$ cat src/rtl/spi_arb_pkg.sv
// spi_arb_pkg: shared state encoding, default widths and helpers for the SPI request arbiter.
package spi_arb_pkg;
    typedef enum logic [1:0] {IDLE, ISSUE, WAIT, RESP} arb_state_t;
    localparam int DEF_N = 2;
    localparam int DEF_AW = 8;
    localparam int DEF_DW = 8;
    localparam int DEF_TIMEOUT = 1024;
    function automatic int idx_w(input int n);
        return (n > 1) ? $clog2(n) : 1;
    endfunction
endpackage

$ cat src/rtl/spi_req_arbiter_if.sv
// spi_req_arbiter_if: requester-side and SPI-master-side signals of the arbiter.
interface spi_req_arbiter_if #(
    parameter int N = 2,
    parameter int AW = 8,
    parameter int DW = 8
);
    logic [N-1:0]    req_valid;
    logic [N-1:0]    req_wr;
    logic [N*AW-1:0] req_addr;
    logic [N*DW-1:0] req_din;
    logic [N-1:0]    req_ready;
    logic [N-1:0]    rsp_valid;
    logic [DW-1:0]   rsp_data;
    logic            rsp_err;
    logic            m_start;
    logic            m_wr;
    logic [AW-1:0]   m_addr;
    logic [DW-1:0]   m_din;
    logic [DW-1:0]   m_dout;
    logic            m_done;
    logic            m_err;
    logic            busy;
    modport slave (
        input  req_valid, req_wr, req_addr, req_din, m_dout, m_done, m_err,
        output req_ready, rsp_valid, rsp_data, rsp_err, m_start, m_wr, m_addr, m_din, busy
    );
    modport master (
        output req_valid, req_wr, req_addr, req_din, m_dout, m_done, m_err,
        input  req_ready, rsp_valid, rsp_data, rsp_err, m_start, m_wr, m_addr, m_din, busy
    );
endinterface

$ cat src/rtl/spi_rr_pick.sv
// spi_rr_pick: combinational rotate-priority picker; first valid index at or above ptr, wrapping at N.
module spi_rr_pick
    import spi_arb_pkg::*;
#(
    parameter int N = DEF_N,
    parameter int PW = idx_w(N)
) (
    input  logic [N-1:0]  valid,
    input  logic [PW-1:0] ptr,
    output logic          found,
    output logic [PW-1:0] idx
);
    logic [PW-1:0] cand;
    always_comb begin
        found = 1'b0;
        idx = '0;
        cand = '0;
        // Scan farthest offset first so the nearest valid index wins last.
        for (int k = N - 1; k >= 0; k--) begin
            cand = PW'((int'(ptr) + k) % N);
            if (valid[cand]) begin
                found = 1'b1;
                idx = cand;
            end
        end
    end
endmodule

$ cat src/rtl/spi_req_arbiter.sv
// spi_req_arbiter: round-robin share of one SPI master port among N requesters,
// one transaction at a time, with a watchdog that forces an error if m_done never comes.
module spi_req_arbiter
    import spi_arb_pkg::*;
#(
    parameter int N = DEF_N,
    parameter int AW = DEF_AW,
    parameter int DW = DEF_DW,
    parameter int TIMEOUT = DEF_TIMEOUT
) (
    input logic clk,
    input logic rst,
    spi_req_arbiter_if.slave bus
);
    localparam int PW = idx_w(N);
    localparam int TW = $clog2(TIMEOUT);

    arb_state_t    state_q, state_d;
    logic [PW-1:0] ptr_q, ptr_d, grant_q, grant_d, pick;
    logic          found;
    logic          wr_q, wr_d;
    logic [AW-1:0] addr_q, addr_d;
    logic [DW-1:0] din_q, din_d, rsp_data_q, rsp_data_d;
    logic [TW-1:0] timer_q, timer_d;
    logic [N-1:0]  ready_q, ready_d, rsp_valid_q, rsp_valid_d;
    logic          rsp_err_q, rsp_err_d, m_start_q, m_start_d, busy_q, busy_d;
    logic          expired;

    spi_rr_pick #(.N(N), .PW(PW)) u_pick (
        .valid(bus.req_valid),
        .ptr  (ptr_q),
        .found(found),
        .idx  (pick)
    );

    assign expired = timer_q == TW'(TIMEOUT - 1);

    always_comb begin
        state_d = state_q;
        ptr_d = ptr_q;
        grant_d = grant_q;
        wr_d = wr_q;
        addr_d = addr_q;
        din_d = din_q;
        timer_d = timer_q;
        ready_d = '0;
        rsp_valid_d = '0;
        rsp_data_d = rsp_data_q;
        rsp_err_d = rsp_err_q;
        m_start_d = 1'b0;
        case (state_q)
            IDLE: if (found) begin
                grant_d = pick;
                wr_d = bus.req_wr[pick];
                addr_d = bus.req_addr[pick*AW +: AW];
                din_d = bus.req_din[pick*DW +: DW];
                ready_d[pick] = 1'b1;
                state_d = ISSUE;
            end
            ISSUE: begin
                m_start_d = 1'b1;
                timer_d = '0;
                state_d = WAIT;
            end
            // While the start strobe is still visible the master cannot have finished, so done is ignored.
            WAIT: if (!m_start_q) begin
                if (bus.m_done) begin
                    rsp_data_d = wr_q ? '0 : bus.m_dout;
                    rsp_err_d = bus.m_err;
                    rsp_valid_d[grant_q] = 1'b1;
                    state_d = RESP;
                end else if (expired) begin
                    rsp_data_d = '0;
                    rsp_err_d = 1'b1;
                    rsp_valid_d[grant_q] = 1'b1;
                    state_d = RESP;
                end else begin
                    timer_d = timer_q + 1'b1;
                end
            end
            RESP: begin
                ptr_d = (grant_q == PW'(N - 1)) ? '0 : grant_q + 1'b1;
                state_d = IDLE;
            end
        endcase
        busy_d = state_d != IDLE;
    end

    always_ff @(posedge clk or negedge rst) begin
        if (!rst) begin
            state_q <= IDLE;
            ptr_q <= '0;
            grant_q <= '0;
            wr_q <= 1'b0;
            addr_q <= '0;
            din_q <= '0;
            timer_q <= '0;
            ready_q <= '0;
            rsp_valid_q <= '0;
            rsp_data_q <= '0;
            rsp_err_q <= 1'b0;
            m_start_q <= 1'b0;
            busy_q <= 1'b0;
        end else begin
            state_q <= state_d;
            ptr_q <= ptr_d;
            grant_q <= grant_d;
            wr_q <= wr_d;
            addr_q <= addr_d;
            din_q <= din_d;
            timer_q <= timer_d;
            ready_q <= ready_d;
            rsp_valid_q <= rsp_valid_d;
            rsp_data_q <= rsp_data_d;
            rsp_err_q <= rsp_err_d;
            m_start_q <= m_start_d;
            busy_q <= busy_d;
        end
    end

    assign bus.req_ready = ready_q;
    assign bus.rsp_valid = rsp_valid_q;
    assign bus.rsp_data = rsp_data_q;
    assign bus.rsp_err = rsp_err_q;
    assign bus.m_start = m_start_q;
    assign bus.m_wr = wr_q;
    assign bus.m_addr = addr_q;
    assign bus.m_din = din_q;
    assign bus.busy = busy_q;
endmodule
$ cat src/flat_wrapper.sv
// flat-port wrapper written by rule: the top's interface ports become plain ports
module spi_req_arbiter_flat import spi_arb_pkg::*;
#(
    parameter int N = DEF_N,
    parameter int AW = DEF_AW,
    parameter int DW = DEF_DW,
    parameter int TIMEOUT = DEF_TIMEOUT
)
  (clk, rst, bus_req_valid, bus_req_wr, bus_req_addr, bus_req_din, bus_m_dout, bus_m_done, bus_m_err, bus_req_ready, bus_rsp_valid, bus_rsp_data, bus_rsp_err, bus_m_start, bus_m_wr, bus_m_addr, bus_m_din, bus_busy);
  spi_req_arbiter_if #(.N(N), .AW(AW), .DW(DW)) bus_i ();
  input logic clk;
  input logic rst;
  input wire logic [$bits(bus_i.req_valid)-1:0] bus_req_valid;
  input wire logic [$bits(bus_i.req_wr)-1:0] bus_req_wr;
  input wire logic [$bits(bus_i.req_addr)-1:0] bus_req_addr;
  input wire logic [$bits(bus_i.req_din)-1:0] bus_req_din;
  input wire logic [$bits(bus_i.m_dout)-1:0] bus_m_dout;
  input wire logic [$bits(bus_i.m_done)-1:0] bus_m_done;
  input wire logic [$bits(bus_i.m_err)-1:0] bus_m_err;
  output wire logic [$bits(bus_i.req_ready)-1:0] bus_req_ready;
  output wire logic [$bits(bus_i.rsp_valid)-1:0] bus_rsp_valid;
  output wire logic [$bits(bus_i.rsp_data)-1:0] bus_rsp_data;
  output wire logic [$bits(bus_i.rsp_err)-1:0] bus_rsp_err;
  output wire logic [$bits(bus_i.m_start)-1:0] bus_m_start;
  output wire logic [$bits(bus_i.m_wr)-1:0] bus_m_wr;
  output wire logic [$bits(bus_i.m_addr)-1:0] bus_m_addr;
  output wire logic [$bits(bus_i.m_din)-1:0] bus_m_din;
  output wire logic [$bits(bus_i.busy)-1:0] bus_busy;
  assign bus_i.req_valid = bus_req_valid;
  assign bus_i.req_wr = bus_req_wr;
  assign bus_i.req_addr = bus_req_addr;
  assign bus_i.req_din = bus_req_din;
  assign bus_i.m_dout = bus_m_dout;
  assign bus_i.m_done = bus_m_done;
  assign bus_i.m_err = bus_m_err;
  assign bus_req_ready = bus_i.req_ready;
  assign bus_rsp_valid = bus_i.rsp_valid;
  assign bus_rsp_data = bus_i.rsp_data;
  assign bus_rsp_err = bus_i.rsp_err;
  assign bus_m_start = bus_i.m_start;
  assign bus_m_wr = bus_i.m_wr;
  assign bus_m_addr = bus_i.m_addr;
  assign bus_m_din = bus_i.m_din;
  assign bus_busy = bus_i.busy;
  spi_req_arbiter #(.N(N), .AW(AW), .DW(DW), .TIMEOUT(TIMEOUT)) u_core (.clk(clk), .rst(rst), .bus(bus_i));
endmodule
$ cat config.mk
export PLATFORM = sky130hd
export DESIGN_NAME = spi_req_arbiter_flat
export DESIGN_NICKNAME = d
export VERILOG_FILES = /design/src/rtl/spi_arb_pkg.sv /design/src/rtl/spi_req_arbiter_if.sv /design/src/rtl/spi_rr_pick.sv /design/src/rtl/spi_req_arbiter.sv /design/src/flat_wrapper.sv
export SDC_FILE = /design/constraint.sdc
export NUM_CORES = 1
export LEC_CHECK = 0
export BUFFER_PORTS_ARGS = -buffer_cell sky130_fd_sc_hd__buf_2
export CORE_MARGIN = 4
export CORE_UTILIZATION = 45
export CTS_BUF_LIST = sky130_fd_sc_hd__clkbuf_8
export DETAILED_ROUTE_END_ITERATION = 12
export GPL_TIMING_DRIVEN = 0
export PLACE_DENSITY = 0.74
export SKIP_CTS_REPAIR_TIMING = 1
export SYNTH_ARGS = -nofsm -noshare
export SYNTH_HDL_FRONTEND = slang
export SYNTH_HIERARCHICAL = 1
export SYNTH_SLANG_ARGS = --single-unit
$ cat constraint.sdc
create_clock -name clk -period 4 [get_ports clk]
set_input_delay 0.4 -clock clk [delete_from_list [all_inputs] [get_ports clk]]
set_output_delay 0.4 -clock clk [all_outputs]
set_load 0.005 [all_outputs]
==> out/metrics.csv, run 1 <==
metric,value,unit
worst reg2reg path depth,6,
total CTS buffers,5,
vias,1745,
initial antenna violation count,0,
drt pass-1 iters,4,
number of synthesized register bits,46,
Synth top area share,54.1,%
crit path launch,u_core/state_q[0]$_DFF_PN0_,
CTS tree,done,
Total Wirelength,4530,um
CP arrival,2.12,ns
Power Density,589,nW/um^2
FF-to-FF setup slack,2.11,ns
vias in the first global route,1725,
final count of pins violating max slew,0,
static leakage,0.00140,uW
Cell variety after synth,45,
gpl congestion,0.747,
core area,4470,um^2
share of synthesized area occupied by flip-flops and latches,54.1,%
"top cells by count, synth","dfrtp_1 (46), nand2_1 (26), o21ai_0 (22)",
Setup crit end,u_core/timer_q[7]$_DFFE_PN0P_,
Worst Setup Start Kind,flip-flop,
Final HPWL DP,3420,um
Rel. slew slack,33.7,%
Synth Cell Area,2130,um^2
largest area contributor in the netlist,dfrtp_1,
Worst Tran Pin Value,0.994,ns
fraction of registers with async set/reset,100,%
clock transition at the registers of the reported paths,0.09,ns
Chip Height,76.8,um
Final Hold Viols,0,
"EDFF count, synth",0,
DR WL/cell,13.6,um
"Top FF cell, synth",dfrtp_1,
Ports,80,
Reg2Reg Capture Point,u_core/timer_q[7]$_DFFE_PN0P_,
unrepaired setup endpoints after global routing,false,
Area contributors post-synth,"dfrtp_1 (54%), mux2i_1 (8.9%), o21ai_0 (5.2%), nand2_1 (4.6%), a22o_1 (3.3%)",
die width,76.8,um
first-pass GRT wire length,7680,um
status,"complete, no violations",
CTS H-Tree Depth,2,
Initial Util,47.6,%
hold crit path type,in2async,
nets,333,
VDD IR-drop max,0.307,mV
Worst R2R Start,u_core/state_q[0]$_DFF_PN0_,
total grt overflow,0,
Sink Count,46,
Fin Setup TNS,0,ns
largest net degree at the start of global routing,47,
maximum root-to-sink buffer count,2,
number of cell rows,24,
number of port buffers,79,
Routed Antenna Nets,0,
crit share post-route,47.1,%
Tmin final,1.89,ns
Crit. End Element,flip-flop,
# Max-Cap Violations,0,
syn_area_per_cell,11.0,um^2
Yosys Warn Count,6,
DR DRC count,0,
area grow syn2layout,25.9,%
Worst Path Max Fanout,9,
clock insertion delay at the later pin of the skew report,0.30,ns
maximum clock frequency,530,MHz
CP Data Required Time,4.23,ns
syn_nets,247,
most frequent cell after synthesis,dfrtp_1,
Die ar.,5900,um^2
cells after synthesis,194,
share of layout cells above drive strength 1,34.5,%
via/cell ratio,5.24,
ANT cells,0,
crit path kind,reg2reg,
Setup Skew,0.00670,ns
initial detailed-routing violation count,113,
GRT Total Usage,15.9,%
Root Driver,clkbuf_8,
final setup fails,0,
"Core Util, Final",59.9,%
-- final cells by class --
type / instances / area (um^2)
clock inverter: 3 / 21.3
clock buffer: 5 / 68.8
buffer: 6 / 26.3
inverter: 8 / 30.0
timing repair buffer: 79 / 395
tap: 52 / 65.1
sequential: 46 / 1150
fill: 378 / 1790
multi-input combinational: 134 / 922
-- worst max-delay path: stages, from the launching register on --
cell and delay, ns:
dfrtp_1 0.43, inv_1 0.10, ha_1 0.30, nor3b_4 0.28, o2111ai_2 0.21, or3_1 0.34
a21oi_1 0.15
-- cell families after synthesis --
logic type      synth area share, %
compound gates                 14.4
simple gates                   16.1
xor+xnor                      0.411
flops                          54.1
mux                            9.46
buf+inv                        2.64
fa+ha+maj                      2.94
-- registers in the layout, summed over array words and instances, names as in the netlist, 2 cells and up --
register              count
u_core/bus.rsp_valid      2
u_core/state_q            2
u_core/bus.m_addr         8
u_core/timer_q           10
u_core/bus.rsp_data       8
u_core/bus.req_ready      2
u_core/bus.m_din          8
-- power breakdown --
part / switching, uW / leakage (uW) / internal (uW)
logic: 297 / 0.000767 / 266
clock network: 163 / 0.0000441 / 123
registers: 98.3 / 0.000589 / 631
total: 559 / 0.00140 / 1020
-- through the flow --
step	std cells	setup WS, ns	hold slack [ns]	area (um^2)	power (uW)
3_3_place_gp	325	2.18	0.445	2590	1300
3_5_place_dp	325	2.14	0.457	2590	1310
6_report	333	2.11	0.258	2680	1580
2_1_floorplan	194	2.34	0.104	2130	1050
5_1_grt	333	1.96	0.295	2680	1710
4_1_cts	333	2.11	0.297	2680	1600
-- metal layers --
layer | part of all wire [%] | global-route usage [%]
met1 | 41 | 18.6
met2 | 48 | 26.7
met3 | 8.5 | 5.62
met4 | 1.9 | 6.16
met5 | 0 | 0
-- placed cells by master, fill, tap and decap left out, types with 2 or more instances in the layout --
master,instances
nor2_1,9
buf_2,82
clkbuf_8,5
o21ai_0,22
ha_1,5
nand3_1,3
inv_1,8
clkbuf_1,3
a21oi_1,4
o211ai_1,2
a22o_1,8
and3_1,3
nand2_1,26
and2_1,3
dfrtp_1,46
mux2i_1,19
-- how the worst min path moves through the flow --
| stage | from | to | slack (ns) | cells past startpoint |
|---|---|---|---|---|
| 6_report | rst | u_core/state_q[0]$_DFF_PN0_ | 0.26 | 1 |
| 5_1_grt | bus_m_dout[0] | u_core/bus.rsp_data[0]$_DFFE_PN0P_ | 0.30 | 2 |
| 4_1_cts | rst | u_core/timer_q[3]$_DFFE_PN0P_ | 0.30 | 1 |
| 3_5_place_dp | u_core/grant_q$_DFFE_PN0P_ | u_core/bus.rsp_valid[0]$_DFF_PN0_ | 0.46 | 1 |
| 3_3_place_gp | u_core/grant_q$_DFFE_PN0P_ | u_core/bus.rsp_valid[0]$_DFF_PN0_ | 0.45 | 1 |
| 2_1_floorplan | rst | u_core/bus.busy$_DFF_PN0_ | 0.10 | 0 |
Note: power is estimated with default switching activity, not from simulation.
==> inputs of run 2 (changes only) <==
==> constraint.sdc (replaced) <==
create_clock -name clk -period 1.8 [get_ports clk]
set_input_delay 0.18 -clock clk [delete_from_list [all_inputs] [get_ports clk]]
set_output_delay 0.18 -clock clk [all_outputs]
set_load 0.005 [all_outputs]
==> out/metrics.csv, run 2 (same netlist as run 1, synthesis figures left out) <==
metric,value,unit
crit path kind,reg2reg,
static leakage,0.00143,uW
most frequent cells in the layout,"buf_2 (82), dfrtp_1 (46), nand2_1 (26)",
Fin Hold WS,0.0419,ns
Tmin final,1.69,ns
total CTS buffers,5,
Chip Height,76.8,um
Sink Count,46,
via/cell ratio,5.21,
final count of pins violating max slew,0,
Fill cells,371,
initial antenna violation count,0,
met2 routed WL,2250,um
share of layout cells above drive strength 1,38.1,%
Worst Setup Start Kind,flip-flop,
Rel. slew slack,33.8,%
maximum root-to-sink buffer count,2,
number of port buffers,79,
drt pass-1 iters,4,
hold crit path type,in2async,
largest net degree at the start of global routing,47,
"Most flops, register",u_core/timer_q,
VDD IR-drop max,0.687,mV
Met1 Wirelength,1900,um
area grow syn2layout,28.8,%
Power Density,1300,nW/um^2
Root Driver,clkbuf_8,
nets,338,
CTS H-Tree Depth,2,
Total Wirelength,4610,um
area of the multi-input gates,945,um^2
"Design Area, Final",2740,um^2
Final Hold Viols,0,
Setup Skew,0.00423,ns
register area,1150,um^2
switching share of total power,35.3,%
Fin Setup TNS,0,ns
Worst Path Max Fanout,9,
first-pass GRT wire length,7680,um
initial detailed-routing violation count,113,
vias in the first global route,1725,
final setup fails,0,
status,"complete, no violations",
worst reg2reg path depth,6,
number of cell rows,24,
# Max-Cap Violations,0,
clock transition at the registers of the reported paths,0.09,ns
total power,3560,uW
CTS tree,done,
Post-DP Area,2590,um^2
CP arrival,1.92,ns
max layer used,met4,
clock insertion delay at the later pin of the skew report,0.30,ns
DR DRC count,0,
total grt overflow,0,
crit share post-route,93.9,%
die width,76.8,um
core area,4470,um^2
Crit. End Element,flip-flop,
P_int,2300,uW
Final HPWL DP,3420,um
DR WL/cell,13.6,um
NetSw,1260,uW
sequential fraction of design power,45.6,%
Ports,80,
CP Data Required Time,2.03,ns
clock power share,17.7,%
Die ar.,5900,um^2
vias,1760,
max reg flops,10,
Initial Util,47.6,%
ANT cells,0,
GRT Total Usage,15.9,%
"most common cell after layout, fill and taps aside",buf_2,
DR WL met3,372,um
gpl congestion,0.747,
maximum clock frequency,592,MHz
combinational fraction of design power,36.7,%
Worst Tran Pin Value,0.993,ns
Routed Antenna Nets,0,
-- run 2: cell types whose count changed in the layout (fill, tap and decap cells not counted), sizes merged --
| cell | delta |
|---|---|
| buf | +5 |
-- run 2: worst max-delay path, cell delays in order, from the launching register on --
cell	delay, ns
dfrtp_1	0.42
inv_2	0.10
ha_4	0.18
nor3b_4	0.22
o2111ai_2	0.21
or3_1	0.34
a21oi_1	0.15
-- run 2: layer usage --
layer,global-route usage (%),vias up
li1,-,874
met1,18.6,815
met2,26.7,63
met3,5.62,8
met4,6.16,0
met5,0,-
-- run 2: final cells by class --
cell class	instances	share of cell area, %
clock inverter	3	0.775
buffer	6	1.09
inverter	8	1.09
tap	52	2.37
clock buffer	5	2.51
multi-input combinational	134	34.4
timing repair buffer	84	15.8
sequential	46	42.0
-- run 2: final timing paths --
kind,start,end,slack [ns]
max in group asynchronous,rst,u_core/bus.m_din[1]$_DFFE_PN0P_,1.15
worst max-delay path,u_core/state_q[0]$_DFF_PN0_,u_core/timer_q[7]$_DFFE_PN0P_,0.11
min in group clk,bus_m_dout[7],u_core/bus.rsp_data[7]$_DFFE_PN0P_,0.09
worst min-delay path,rst,u_core/bus.busy$_DFF_PN0_,0.04
worst max register to register,u_core/state_q[0]$_DFF_PN0_,u_core/timer_q[7]$_DFFE_PN0P_,0.11
worst min register to register,u_core/grant_q$_DFFE_PN0P_,u_core/bus.rsp_valid[0]$_DFF_PN0_,0.46
-- run 2: power groups by stage --
stage	combinational [uW]	clock, uW	sequential (uW)
after floorplan	684	0	1650
after global placement	1250	0	1630
after detailed placement	1280	0	1640
after CTS	1280	658	1630
after global routing	1470	706	1680
final	1300	631	1620
-- run 2: stage by stage --
step,worst slack (ns),utilization (%),std cells
global route,-0.00531,61.3,338
detailed placement,-0.0592,57.9,325
global placement,-0.0185,57.9,325
floorplan,0.144,-,194
finish,0.109,61.3,338
CTS,-0.0862,59.9,333
==> inputs of run 3 (changes only) <==
--- a/config.mk
+++ b/config.mk
@@ -7,11 +7,10 @@
 export LEC_CHECK = 0
 export BUFFER_PORTS_ARGS = -buffer_cell sky130_fd_sc_hd__buf_2
 export CORE_MARGIN = 4
-export CORE_UTILIZATION = 45
+export CORE_UTILIZATION = 25
 export CTS_BUF_LIST = sky130_fd_sc_hd__clkbuf_8
 export DETAILED_ROUTE_END_ITERATION = 12
 export GPL_TIMING_DRIVEN = 0
-export PLACE_DENSITY = 0.74
 export SKIP_CTS_REPAIR_TIMING = 1
 export SYNTH_ARGS = -nofsm -noshare
 export SYNTH_HDL_FRONTEND = slang
==> out/metrics.csv, run 3 (same netlist as run 1, synthesis figures left out) <==
metric,value,unit
crit path kind,reg2reg,
Fin Hold WS,0.0533,ns
Routed Antenna Nets,0,
Sink Count,46,
DR WL/cell,13.3,um
Fin Setup TNS,0,ns
Final Hold Viols,0,
"delay-heaviest family, CP",simple AND/OR/NAND/NOR gates,
Final HPWL DP,3810,um
drt pass-1 iters,4,
max reg flops,10,
Buf/Inv on CP,1,
# Max-Cap Violations,0,
Tmin final,1.70,ns
most frequent cells in the layout,"buf_2 (81), dfrtp_1 (46), nand2_1 (25)",
hold crit path type,in2async,
CP Data Required Time,2.02,ns
"Largest stage delay, worst path",0.41,ns
Rel. slew slack,32.4,%
"Core Util, Final",34.2,%
area grow syn2layout,32.7,%
Worst R2R Start,u_core/state_q[0]$_DFF_PN0_,
initial detailed-routing violation count,92,
total power,3590,uW
"Most flops, register",u_core/timer_q,
status,"complete, no violations",
ANT cells,0,
crit path cell chain,inv_2 -> ha_4 -> nor3b_4 -> o2111ai_4 -> or3_1 -> a21oi_1,
first-pass GRT wire length,8290,um
maximum clock frequency,588,MHz
WP depth,6,
maximum root-to-sink buffer count,2,
GRT Total Usage,10.3,%
nets,338,
"most common cell after layout, fill and taps aside",buf_2,
Die ar.,10100,um^2
DR DRC count,0,
core area,8260,um^2
worst reg2reg path depth,6,
static leakage,0.00143,uW
vias,1755,
largest net degree at the start of global routing,47,
Worst Setup Start Kind,flip-flop,
CP arrival,1.92,ns
final count of pins violating max slew,0,
Total Wirelength,5180,um
final setup fails,0,
Setup Skew,0.00632,ns
Crit. End Element,flip-flop,
VDD IR-drop max,0.586,mV
clock transition at the registers of the reported paths,0.09,ns
number of cell rows,33,
Power Density,1270,nW/um^2
Root Driver,clkbuf_8,
total grt overflow,0,
CTS tree,done,
Initial Util,25.8,%
Ports,80,
Worst Path Max Fanout,9,
via/cell ratio,4.50,
Non-Filler Instances,390,
clock insertion delay at the later pin of the skew report,0.29,ns
gpl congestion,0.798,
Chip Height,100,um
Placed Cells,378,
crit share post-route,94.5,%
CTS H-Tree Depth,2,
share of layout cells above drive strength 1,38.9,%
vias in the first global route,1750,
number of port buffers,79,
FF-to-FF setup slack,0.1,ns
total CTS buffers,5,
CP max-delay cell,dfrtp_1,
Worst Tran Pin Value,1.01,ns
initial antenna violation count,0,
die width,100,um
Reg2Reg Capture Point,u_core/timer_q[7]$_DFFE_PN0P_,
-- run 3: report_power, final --
group / internal, uW / switching [uW] / total (uW)
registers: 1400 / 235 / 1640
clock network: 261 / 338 / 599
logic: 647 / 703 / 1350
total: 2310 / 1280 / 3590
-- run 3: worst max path at each step --
| stage | startpoint | endpoint | slack [ns] |
|---|---|---|---|
| finish | u_core/state_q[0]$_DFF_PN0_ | u_core/timer_q[7]$_DFFE_PN0P_ | 0.1 |
| CTS | u_core/state_q[0]$_DFF_PN0_ | u_core/timer_q[7]$_DFFE_PN0P_ | -0.08 |
| global route | u_core/state_q[0]$_DFF_PN0_ | u_core/timer_q[7]$_DFFE_PN0P_ | -0.02 |
| global placement | u_core/state_q[0]$_DFF_PN0_ | u_core/timer_q[7]$_DFFE_PN0P_ | -0.08 |
| detailed placement | u_core/state_q[0]$_DFF_PN0_ | u_core/timer_q[7]$_DFFE_PN0P_ | -0.06 |
| floorplan | u_core/state_q[0]$_DFF_PN0_ | u_core/timer_q[7]$_DFFE_PN0P_ | 0.14 |
-- run 3: through the flow --
step / setup slack [ns] / area, um^2
global placement: -0.0755 / 2660
global route: -0.0205 / 2830
finish: 0.0990 / 2830
detailed placement: -0.0633 / 2660
CTS: -0.0778 / 2740
floorplan: 0.144 / 2130
-- run 3: worst register-to-register path: stages (launching register included) --
cell and delay [ns]:
dfrtp_1 0.41, inv_2 0.10, ha_4 0.18, nor3b_4 0.29, o2111ai_4 0.18, or3_1 0.34
a21oi_1 0.14
-- run 3: final cells by class --
class | count | area, um^2
Timing Repair Buffer | 84 | 433
Multi-Input combinational cell | 134 | 967
Clock buffer | 5 | 68.8
Buffer | 6 | 32.5
Fill cell | 847 | 5430
Inverter | 8 | 30.0
Sequential cell | 46 | 1150
Clock inverter | 2 | 11.3
Tap cell | 105 | 131
-- run 3: layer usage --
metal	share of wire [%]	wire length, um	GRT usage, %	vias to the layer above
met1	46	2370	13.5	830
met2	48	2460	16.7	50
met3	5.7	297	2.92	4
li1	-	-	-	871
met4	0.89	46	2.49	0
met5	0	0	0	-
